<file path="src/rtl/cv32e41s_csr_integrity_monitor.sv">
// Round-robin scanner of hardened-CSR rd_error flags with a mismatch filter, error logging and alert handshake.
// Latency: FILTER cycles from the IDLE sample cycle of a failing CSR to alert_req_o=1.
// Backpressure: scanning stalls while an alert is pending; resumes after the 4-phase ack completes.
module cv32e41s_csr_integrity_monitor #(
  parameter int unsigned NUM_CSR = 8,
  parameter int unsigned FILTER  = 2,
  parameter int unsigned CNT_W   = 8,
  parameter int unsigned IDX_W   = (NUM_CSR > 1) ? $clog2(NUM_CSR) : 1
) (
  input  logic               clk,
  input  logic               rst,
  input  logic               enable_i,
  input  logic [NUM_CSR-1:0] csr_rd_error_i,
  input  logic               alert_ack_i,
  input  logic               clear_i,
  output logic [IDX_W-1:0]   scan_idx_o,
  output logic               alert_req_o,
  output logic [IDX_W-1:0]   err_idx_o,
  output logic [CNT_W-1:0]   err_cnt_o,
  output logic               err_sticky_o,
  output logic [CNT_W-1:0]   transient_cnt_o
);

  localparam int unsigned FW = $clog2(FILTER + 1);
  localparam logic [FW-1:0]    FILT_LAST = FW'(FILTER - 1);
  localparam logic [IDX_W-1:0] LAST_IDX  = IDX_W'(NUM_CSR - 1);

  typedef enum logic [1:0] {IDLE, CONFIRM, ALERT, ACKWAIT} state_e;

  state_e           state_q, state_d;
  logic [IDX_W-1:0] ptr_q, cand_q;
  logic [FW-1:0]    filt_q;
  logic [CNT_W-1:0] cnt_q, tr_q, cnt_base;
  logic [IDX_W-1:0] err_idx_q;
  logic             sticky_q;

  logic             cur_err, cand_err, enter_alert;
  logic [IDX_W-1:0] ptr_inc, cand_inc;

  assign cur_err     = csr_rd_error_i[ptr_q];
  assign cand_err    = csr_rd_error_i[cand_q];
  assign ptr_inc     = (ptr_q == LAST_IDX) ? '0 : ptr_q + IDX_W'(1);
  assign cand_inc    = (cand_q == LAST_IDX) ? '0 : cand_q + IDX_W'(1);
  assign enter_alert = (state_d == ALERT) && (state_q != ALERT);
  // A clear in the same IDLE cycle as an alert entry zeroes the base before the increment lands.
  assign cnt_base    = ((state_q == IDLE) && clear_i) ? '0 : cnt_q;

  // State register
  always_ff @(posedge clk) begin
    if (rst) state_q <= IDLE;
    else     state_q <= state_d;
  end

  // Next-state decode
  always_comb begin
    state_d = state_q;
    case (state_q)
      IDLE: begin
        if (enable_i && cur_err) state_d = (FILTER == 1) ? ALERT : CONFIRM;
      end
      CONFIRM: begin
        if (!enable_i)               state_d = IDLE;
        else if (!cand_err)          state_d = IDLE;
        else if (filt_q == FILT_LAST) state_d = ALERT;
      end
      ALERT: begin
        if (alert_ack_i) state_d = ACKWAIT;
      end
      ACKWAIT: begin
        if (!alert_ack_i) state_d = IDLE;
      end
      default: state_d = IDLE;
    endcase
  end

  // Output decode: request is high for the whole registered ALERT state
  always_comb begin
    alert_req_o = (state_q == ALERT);
  end

  // Scan pointer, filter, counters and error log
  always_ff @(posedge clk) begin
    if (rst) begin
      ptr_q     <= '0;
      cand_q    <= '0;
      filt_q    <= '0;
      cnt_q     <= '0;
      tr_q      <= '0;
      err_idx_q <= '0;
      sticky_q  <= 1'b0;
    end else begin
      case (state_q)
        IDLE: begin
          if (clear_i) begin
            cnt_q    <= '0;
            sticky_q <= 1'b0;
            tr_q     <= '0;
          end
          if (enable_i) begin
            if (cur_err) begin
              cand_q <= ptr_q;
              filt_q <= FW'(1);
            end else begin
              ptr_q <= ptr_inc;
            end
          end
        end
        CONFIRM: begin
          if (enable_i) begin
            if (cand_err) begin
              filt_q <= filt_q + FW'(1);
            end else begin
              if (tr_q != {CNT_W{1'b1}}) tr_q <= tr_q + CNT_W'(1);
              filt_q <= '0;
              ptr_q  <= ptr_inc;
            end
          end
        end
        ACKWAIT: begin
          if (!alert_ack_i) begin
            ptr_q  <= cand_inc;
            filt_q <= '0;
          end
        end
        default: ;
      endcase
      if (enter_alert) begin
        err_idx_q <= (state_q == IDLE) ? ptr_q : cand_q;
        cnt_q     <= (cnt_base == {CNT_W{1'b1}}) ? cnt_base : cnt_base + CNT_W'(1);
        sticky_q  <= 1'b1;
      end
    end
  end

  assign scan_idx_o      = ptr_q;
  assign err_idx_o       = err_idx_q;
  assign err_cnt_o       = cnt_q;
  assign err_sticky_o    = sticky_q;
  assign transient_cnt_o = tr_q;

endmodule

</file>
<file path="config.mk">
export PLATFORM = sky130hd
export DESIGN_NAME = cv32e41s_csr_integrity_monitor
export DESIGN_NICKNAME = d
export VERILOG_FILES = /design/src/rtl/cv32e41s_csr_integrity_monitor.sv
export SDC_FILE = /design/constraint.sdc
export NUM_CORES = 1
export LEC_CHECK = 0
export ABC_AREA = 1
export ABC_CLOCK_PERIOD_IN_PS = 2100
export BUFFER_PORTS_ARGS = -buffer_cell sky130_fd_sc_hd__buf_2
export CORE_UTILIZATION = 53
export CTS_BUF_LIST = sky130_fd_sc_hd__clkbuf_4 sky130_fd_sc_hd__clkbuf_8 sky130_fd_sc_hd__clkbuf_16
export DETAILED_ROUTE_END_ITERATION = 10
export PLACE_DENSITY = 0.85
export SLEW_MARGIN = 30
export SYNTH_ARGS = -nofsm -noshare
export SYNTH_HDL_FRONTEND = slang
export SYNTH_SLANG_ARGS = --single-unit
</file>
<file path="constraint.sdc">
create_clock -name clk -period 2.1 [get_ports clk]
set_input_delay 0.21 -clock clk [delete_from_list [all_inputs] [get_ports clk]]
set_output_delay 0.21 -clock clk [all_outputs]
set_load 0.005 [all_outputs]
</file>
# Word-level counts from Yosys, hierarchy flattened
# Cells that the tools add are included.
[word_totals]
register_bits = 30
input_bits = 13
output_inout_bits = 24
wordCells = 84
[op_classes]
add_sub_neg = 5
magnitude_cmp = 2
n_eq_ne = 18
muxes = 38
n_reduce_logical = 13
[op_table]
columns = ["operator", "n"]
rows = [
  ["$mux 8", 8],
  ["$mux 3", 8],
  ["$mux 2", 11],
  ["$ne 2x2->1 const B", 9],
  ["$add 8x1->8 const B", 2],
  ["$pmux 8 s2", 1],
  ["$reduce_and 5->1", 2],
  ["$pmux 3 s3", 1],
  ["$eq 8x8->1 const B", 1],
  ["$lt 3x4->1 const B", 2],
  ["$ne 8x8->1 const B", 1],
  ["$pmux 2 s4", 1],
  ["$add 3x1->3 const B", 2],
  ["$bmux 1 s3", 2],
  ["$eq 2x2->1 const B", 3],
  ["$eq 3x3->1 const B", 2],
  ["$pmux 2 s3", 1],
  ["$reduce_and 6->1", 1],
  ["$reduce_bool 2->1", 3],
  ["$mux 1", 5],
  ["$eq 2x1->1 const B", 2],
  ["$logic_and 1x1->1", 3],
  ["$reduce_and 3->1", 1],
  ["$reduce_bool 3->1", 1],
  ["other kinds (3)", 3],
]

# Longest topological paths before layout
# Gate-level depths: netlist (run 1).
[depth]
ltp_word = 9
mapped_depth = 12

# Worst setup path after synthesis (run 1)
# No wires, ideal clock.
[synth_timing]
path_kind = "register -> register"
start = "reg state_q[1]"
end = "reg cnt_q[4] (netlist: err_cnt_o[4])"
setup_ns = 0.114
arrival_time_ns = 1.588
required_time_ns = 1.986
setup_slack_ns = 0.398
stages_incl_launch_ff = 13
path_buffers = 0
period_less_slack_ns = 1.702
path_cell_list = "dfxtp_1 -> nor2_4 -> nand2_4 -> inv_2 -> nor2_1 -> ha_1 -> nand4_2 -> inv_2 -> nand2_4 -> nand2_2 -> nor2_1 -> nor2_1 -> nor2_2"
[synth_via]
elab_chain_cells = 8
[synth_lines]
columns = ["item", "line_no", "rtl"]
rows = [
  ["from (decl)", "30", "state_e state_q, state_d;"],
  ["from (signal assigned)", "51", "else state_q <= state_d;"],
  ["parallel branches: the longest is 8 deep, another holds $add 8x1->8", "--", ""],
  ["to (signal assigned)", "129", "cnt_q <= (cnt_base == {CNT_W{1'b1}}) ? cnt_base : cnt_base + CNT_W'(1);"],
  ["to (decl)", "33", "logic [CNT_W-1:0] cnt_q, tr_q, cnt_base;"],
]
# Parallel ways; which one is timed is not known.
# A chain may end at the register's enable or synchronous reset.

# Final worst setup path (run 1)
[layout_timing]
start = "reg state_q[0]"
end = "reg cnt_q[2] (netlist: err_cnt_o[2])"
# Same word-level chain as after synthesis.

==> flow_metrics.env, run 1 <==
export IMPL_async_reset_ff_share_pct=0
export IMPL_rrSetupSlack_ns=0.26
export IMPL_final_hold_violation_count=0
export IMPL_finalNonFillerCells=396
export IMPL_portBuffers=36
export IMPL_grt_max_degree=18
export IMPL_multi_input_area_sq_um=1190
export IMPL_die_w_microns=63.6
export IMPL_drv_slew=0
export IMPL_cts_sinks=30
export IMPL_n_antenna_cell=0
export IMPL_whs_ns=0.279
export IMPL_mostFrequentLayoutCell="nand2_1"
export IMPL_drt_initial_drc_count=90
export IMPL_antenna_found_initial=0
export IMPL_utilization_pct=63.5
export IMPL_ys_warn_count=0
export IMPL_vias_per_cell=5.11
export IMPL_nFillCells=349
export IMPL_layout_drive_gt1_share_pct=24.1
export IMPL_synthTopCellsByArea="dfxtp_1, nand2_1, inv_1, nor2_1, nand3_1"
export IMPL_cts_made_buffers=5
export IMPL_setup_violations=0
export IMPL_htreeDepth=2
export IMPL_synth_cell_type_count=31
export IMPL_synth_flop_cell="dfxtp_1"
export IMPL_avgSynthCellArea_sq_um=6.54
export IMPL_skew_ns=0.00540
export IMPL_post_cts_setup_buffers=0
export IMPL_cts_clk_slew_worst_paths_ns=0.06
export IMPL_totalWireLength_microns=4460
export IMPL_worst_path_max_delay_cell="dfxtp_1"
export IMPL_ff_latch_area_sq_um=602
export IMPL_holdCritPathClass="in -> reg"
export IMPL_initial_utilization_pct=55.0
export IMPL_yosysSeqAreaShare_pct=29.8
export IMPL_wl_per_cell_microns=11.3
export IMPL_die_h_microns=63.6
export IMPL_syn2layout_area_growth_pct=15.4
export IMPL_p_per_area_nw_per_um2=846
export IMPL_grt_pass1_wl_microns=7940
export IMPL_clk_latency_ns=0.28
export IMPL_dp_cells=388
export IMPL_p_leak_nw=1.15
export IMPL_max_slew_worst_pin_slew_ns=0.525
export IMPL_final_cell_mix="nand2_1, inv_1, nor2_1, buf_2, dfxtp_1"
export IMPL_critical_path_class="reg -> reg"
export IMPL_syn_nets=328
export IMPL_cts_buffer_depth=2
export IMPL_relSlewSlack_pct=64.9
export IMPL_io_pin_count=37
export IMPL_crit_path_max_incr_delay_ns=0.38
export IMPL_post_route_period_util_pct=87.6
export IMPL_finalSetupTns_ns=0
export IMPL_ys_ff_latch=30
export IMPL_cts_root_buf="clkbuf_8"
export IMPL_rsz0062_at_grt="no"
export IMPL_worst_setup_path_start_kind="flop"
export IMPL_synth_top_area_cell="dfxtp_1"
export IMPL_crit_arrival_ns=2.02
export IMPL_synth_top_area_share_pct=29.8
export IMPL_peakVddDrop_mv=0.569
export IMPL_worstPathMaxFanout=10
export IMPL_grt_pass1_vias=1916
export IMPL_gr_total_overflow=0
export IMPL_period_minus_slack_ns=1.84
export IMPL_rows=22
export IMPL_cp_required_ns=2.28
export IMPL_hpwl_microns=3360
export IMPL_nNetsFinal=367
export IMPL_grt_usage_pct=25.0
export IMPL_gp_congestion=0.872
export IMPL_synth_edf_count=0
export IMPL_coreArea_sq_um=3660
export IMPL_cts_tree="built"
export IMPL_crit_chain="nor2_4, nand2_4, inv_2, nor2_1, ha_1, nand4_2, inv_2, nand2_4, nand2_1, nand3b_1, nand2_1, nor2_2"
export IMPL_vias=2025
export IMPL_syn_inst=308
export IMPL_max_freq_mhz=543
export IMPL_status="finished clean"
export IMPL_drv_cap=0
export IMPL_dieArea_sq_um=4050
export IMPL_drtAntennaViolNets=0
export IMPL_synth_area_sq_um=2010
export IMPL_firstDrtPassIters=4
export IMPL_drc=0
export IMPL_worst_setup_path_end_kind="flop"
[worst max-delay path: cells and delay by family, from the launching register on]
family	cells	cell delay (ns)
buf+inv	2	0.17
simple gates	9	0.97
fa+ha+maj	1	0.23
flops	1	0.38
[stage by stage]
| stage | instance area, sq um | power, mW | setup slack (ns) |
|---|---|---|---|
| final | 2320 | 1.97 | 0.259 |
| after global routing | 2320 | 2.13 | 0.0566 |
| after CTS | 2320 | 1.98 | 0.223 |
| after detailed placement | 2230 | 1.48 | 0.228 |
| after global placement | 2230 | 1.47 | 0.316 |
| after floorplan | 2010 | 1.31 | 0.398 |
[cells in the mapped netlist (all sizes together) (3+ instances only)]
| cell | instances |
|---|---|
| inv | 48 |
| xnor2 | 3 |
| nand4 | 6 |
| nand2 | 78 |
| ha | 7 |
| dfxtp | 30 |
| nor3 | 3 |
| nand3b | 6 |
| buf | 5 |
| nand3 | 30 |
| o21ai | 13 |
| a21oi | 20 |
| nor2 | 52 |
[flip-flops by register name, indices dropped and copies added (netlist names)]
signal and count:
state_q 2, err_cnt_o 8, err_sticky_o 1, scan_idx_o 3, err_idx_o 3, cand_q 3, filt_q 2, transient_cnt_o 8
[what timing repair did]
action,CTS,global route
gates resized for setup,0,1
setup endpoints to repair,0,3
hold buffers,0,0
[cell families (layout without fill, tap and decap cells)]
logic type,Yosys count,after routing,synth area share [%]
xor+xnor,5,5,2.18
simple gates,175,175,42.1
buf+inv,54,94,11.0
fa+ha+maj,7,7,4.35
flops,30,30,29.8
mux,2,2,1.12
compound gates,35,35,9.39
[area by class of cell]
class                      instances  share of cell area, %
tap                               48                   2.58
timing repair buffer              38                   8.40
clock inverter                     1                  0.215
inverter                          48                   7.75
sequential                        30                   25.9
clock buffer                       7                   3.88
multi-input combinational        224                   51.3
[per-layer routing]
metal	vias up	GRT usage [%]	wire length [microns]
met5	-	0	0
met4	0	12.5	79
met3	9	4.89	167
met2	40	44.1	2150
met1	917	28.1	2060
li1	1059	-	-
[path summary, 6_finish.rpt]
path                                  start           end  cells after the start
worst max-delay path             state_q[0]  err_cnt_o[2]                     12
worst min-delay path            alert_ack_i    state_q[0]                      5
worst max register to register   state_q[0]  err_cnt_o[2]                     12
worst min register to register    filt_q[1]     filt_q[1]                      2
[report_power, final]
part / leakage, nW / internal [mW] / switching (mW)
sequential: 0.244 / 0.641 / 0.112
clock: 0.0517 / 0.276 / 0.207
combinational: 0.855 / 0.282 / 0.449
No activity file was read; power rests on OpenSTA's default activity.
==> inputs of run 2 (changes only) <==
--- a/config.mk
+++ b/config.mk
@@ -5,13 +5,12 @@
 export SDC_FILE = /design/constraint.sdc
 export NUM_CORES = 1
 export LEC_CHECK = 0
-export ABC_AREA = 1
 export ABC_CLOCK_PERIOD_IN_PS = 2100
 export BUFFER_PORTS_ARGS = -buffer_cell sky130_fd_sc_hd__buf_2
 export CORE_UTILIZATION = 53
 export CTS_BUF_LIST = sky130_fd_sc_hd__clkbuf_4 sky130_fd_sc_hd__clkbuf_8 sky130_fd_sc_hd__clkbuf_16
 export DETAILED_ROUTE_END_ITERATION = 10
-export PLACE_DENSITY = 0.85
+export PLACE_DENSITY = 0.86
 export SLEW_MARGIN = 30
 export SYNTH_ARGS = -nofsm -noshare
 export SYNTH_HDL_FRONTEND = slang
==> run 2 against run 1 <==
Routed wire length fell by 12%. Non-clock buffer count rose by 9. Total power fell by 34%. Critical endpoint is now err_cnt_o[3]. Sequential power fell by 15%. Cell count fell by 29%.
==> flow_metrics.env, run 2 <==
export IMPL_max_slew_worst_pin_slew_ns=0.546
export IMPL_syn2layout_area_growth_pct=19.0
export IMPL_crit_family="simple AND/OR/NAND/NOR gates"
export IMPL_min_from="alert_ack_i"
export IMPL_synth_common_cells="dfxtp_1, nor2_1, nand2_1"
export IMPL_yosysMostFrequentCell="dfxtp_1"
export IMPL_clk_latency_ns=0.33
export IMPL_ys_warn_count=0
export IMPL_rr_endpoint="err_cnt_o[3]"
export IMPL_max_freq_mhz=495
export IMPL_period_minus_slack_ns=2.02
export IMPL_cp_required_ns=2.36
export IMPL_grt_usage_pct=25.0
export IMPL_io_pin_count=37
export IMPL_crit_buf_inv=0
export IMPL_cts_clk_slew_worst_paths_ns=0.09
export IMPL_synthTopCellsByArea="dfxtp_1, mux2i_1, ha_1, a21oi_1, nor2_1"
export IMPL_gr_total_overflow=0
export IMPL_syn_inst=195
export IMPL_mostFrequentLayoutCell="buf_2"
export IMPL_p_per_area_nw_per_um2=620
export IMPL_die_h_microns=59.6
export IMPL_nFillCells=270
export IMPL_gp_congestion=0.807
export IMPL_antenna_found_initial=0
export IMPL_hpwl_microns=2890
export IMPL_rrSetupSlack_ns=0.08
export IMPL_cts_buffer_depth=2
export IMPL_cts_tree="built"
export IMPL_drv_cap=0
export IMPL_vias=1675
export IMPL_cts_made_buffers=5
export IMPL_p_leak_nw=0.872
export IMPL_holdCritPathClass="in -> reg"
export IMPL_drc=0
export IMPL_drtAntennaViolNets=0
export IMPL_synth_flop_cell="dfxtp_1"
export IMPL_finalSetupTns_ns=0
export IMPL_worst_setup_path_end_kind="flop"
export IMPL_drv_slew=0
export IMPL_regToRegStartpoint="state_q[1]"
export IMPL_initial_utilization_pct=56.7
export IMPL_grt_pass1_vias=1518
export IMPL_critical_path_class="reg -> reg"
export IMPL_async_reset_ff_share_pct=0
export IMPL_r2r_cells=7
export IMPL_worstPathMaxFanout=8
export IMPL_grt_pass1_wl_microns=6660
export IMPL_wl_per_cell_microns=14.0
export IMPL_dieArea_sq_um=3550
export IMPL_firstDrtPassIters=4
export IMPL_final_cell_mix="buf_2, dfxtp_1, nor2_1, nand2_1, a21oi_1"
export IMPL_finalNonFillerCells=282
export IMPL_synth_top_area_share_pct=34.1
export IMPL_portBuffers=36
export IMPL_coreArea_sq_um=3100
export IMPL_n_antenna_cell=0
export IMPL_ys_ff_latch=30
export IMPL_grt_max_degree=23
export IMPL_vias_per_cell=5.94
export IMPL_post_route_period_util_pct=96.1
export IMPL_synth_top_area_cell="dfxtp_1"
export IMPL_setup_violations=0
export IMPL_synth_area_sq_um=1760
export IMPL_worst_setup_path_start_kind="flop"
export IMPL_yosysSeqAreaShare_pct=34.1
export IMPL_status="finished clean"
export IMPL_power_mw=1.30
export IMPL_relSlewSlack_pct=63.5
export IMPL_layout_drive_gt1_share_pct=30.7
export IMPL_crit_chain="or3b_4, and2_1, ha_2, nand3_2, nor4_4, or4_1, a21oi_1"
export IMPL_peakVddDrop_mv=0.505
export IMPL_dp_cells=276
export IMPL_cp_depth=7
export IMPL_synth_edf_count=0
export IMPL_drt_initial_drc_count=74
export IMPL_htreeDepth=2
export IMPL_syn_nets=215
export IMPL_skew_ns=0.0103
export IMPL_synth_cell_type_count=52
export IMPL_min_path_cells=3
export IMPL_final_hold_violation_count=0
export IMPL_cts_root_buf="clkbuf_4"
export IMPL_rows=20
export IMPL_cts_sinks=30
export IMPL_totalWireLength_microns=3940
export IMPL_crit_arrival_ns=2.28
export IMPL_min_to="state_q[0]"
export IMPL_post_cts_setup_buffers=0
export IMPL_worst_path_max_delay_cell="or4_1"
export IMPL_nNetsFinal=259
export IMPL_avgSynthCellArea_sq_um=9.02
export IMPL_crit_path_max_incr_delay_ns=0.48
export IMPL_die_w_microns=59.6
run 2: cell types whose count changed in the layout (fill, tap and decap cells not counted), moves of 5 or more:
cell,change
nand2_1,-54
inv_1,-34
nand3_1,-21
nor2_1,-19
buf_4,+9
mux2i_1,+9
nor2_2,-9
a311oi_1,+8
inv_2,-8
clkbuf_8,-5
nand2_2,-5
run 2: worst max-delay path by stage:
stage	startpoint	end	slack, ns
after floorplan	state_q[1]	err_cnt_o[3]	0.02
after global placement	state_q[1]	err_cnt_o[3]	0.09
after detailed placement	clear_i	err_cnt_o[4]	0.03
after CTS	state_q[1]	err_cnt_o[3]	0.02
after global routing	state_q[1]	err_cnt_o[3]	-0.003
final	state_q[1]	err_cnt_o[3]	0.08
run 2: power breakdown:
group          switching [mW]  internal [mW]  total [mW]
Sequential             0.0419          0.599       0.641
Clock                   0.188          0.151       0.339
Combinational           0.163          0.156       0.319
run 2: cells by family after synthesis:
| kind of cell | share of synthesized area [%] |
|---|---|
| compound gates | 21.5 |
| xor+xnor | 1.49 |
| fa+ha+maj | 4.98 |
| buf+inv | 4.91 |
| flops | 34.1 |
| mux | 9.82 |
| simple gates | 23.2 |
run 2: stage by stage:
step           cell area [sq um]  utilization, %  hold WS, ns  setup WS [ns]
6_report                    2090            67.5        0.185         0.0811
5_1_grt                     2090            67.5        0.181       -0.00252
4_1_cts                     2070            66.7        0.182         0.0166
3_5_place_dp                2020            65.1        0.447         0.0278
3_3_place_gp                2020            65.1        0.442         0.0942
2_1_floorplan               1770               -        0.380         0.0165
run 2: layer usage:
metal	global-route usage, %	vias up	share of wire (%)
met5	0	-	0
met2	40.6	53	48
met4	9.97	0	2.4
met1	32.3	786	45
met3	5.24	13	4.6
li1	-	823	-
run 2: area by class of cell:
class                   instances  area, sq um  area share (%)
repair buffers                 47          263            12.6
inverters                       6         22.5            1.08
multi-input cells             149         1100            52.5
clock buffers                   6         51.3            2.45
flip-flops and latches         30          602            28.8
well taps                      44         55.1            2.63
run 2: worst reg2reg max path, delay by kind of cell (launching register included):
family	cells	cell delay [ns]
AO/OA/AOI/OAI	1	0.14
adder cells (fa/ha/maj)	1	0.20
AND/OR/NAND/NOR	5	1.29
flip-flops	1	0.33
run 2: timing repair:
action / 4_1_cts / 5_1_grt
resized for setup: 0 / 6
hold buffers: 0 / 0
endpoints found under the setup margin: 0 / 11
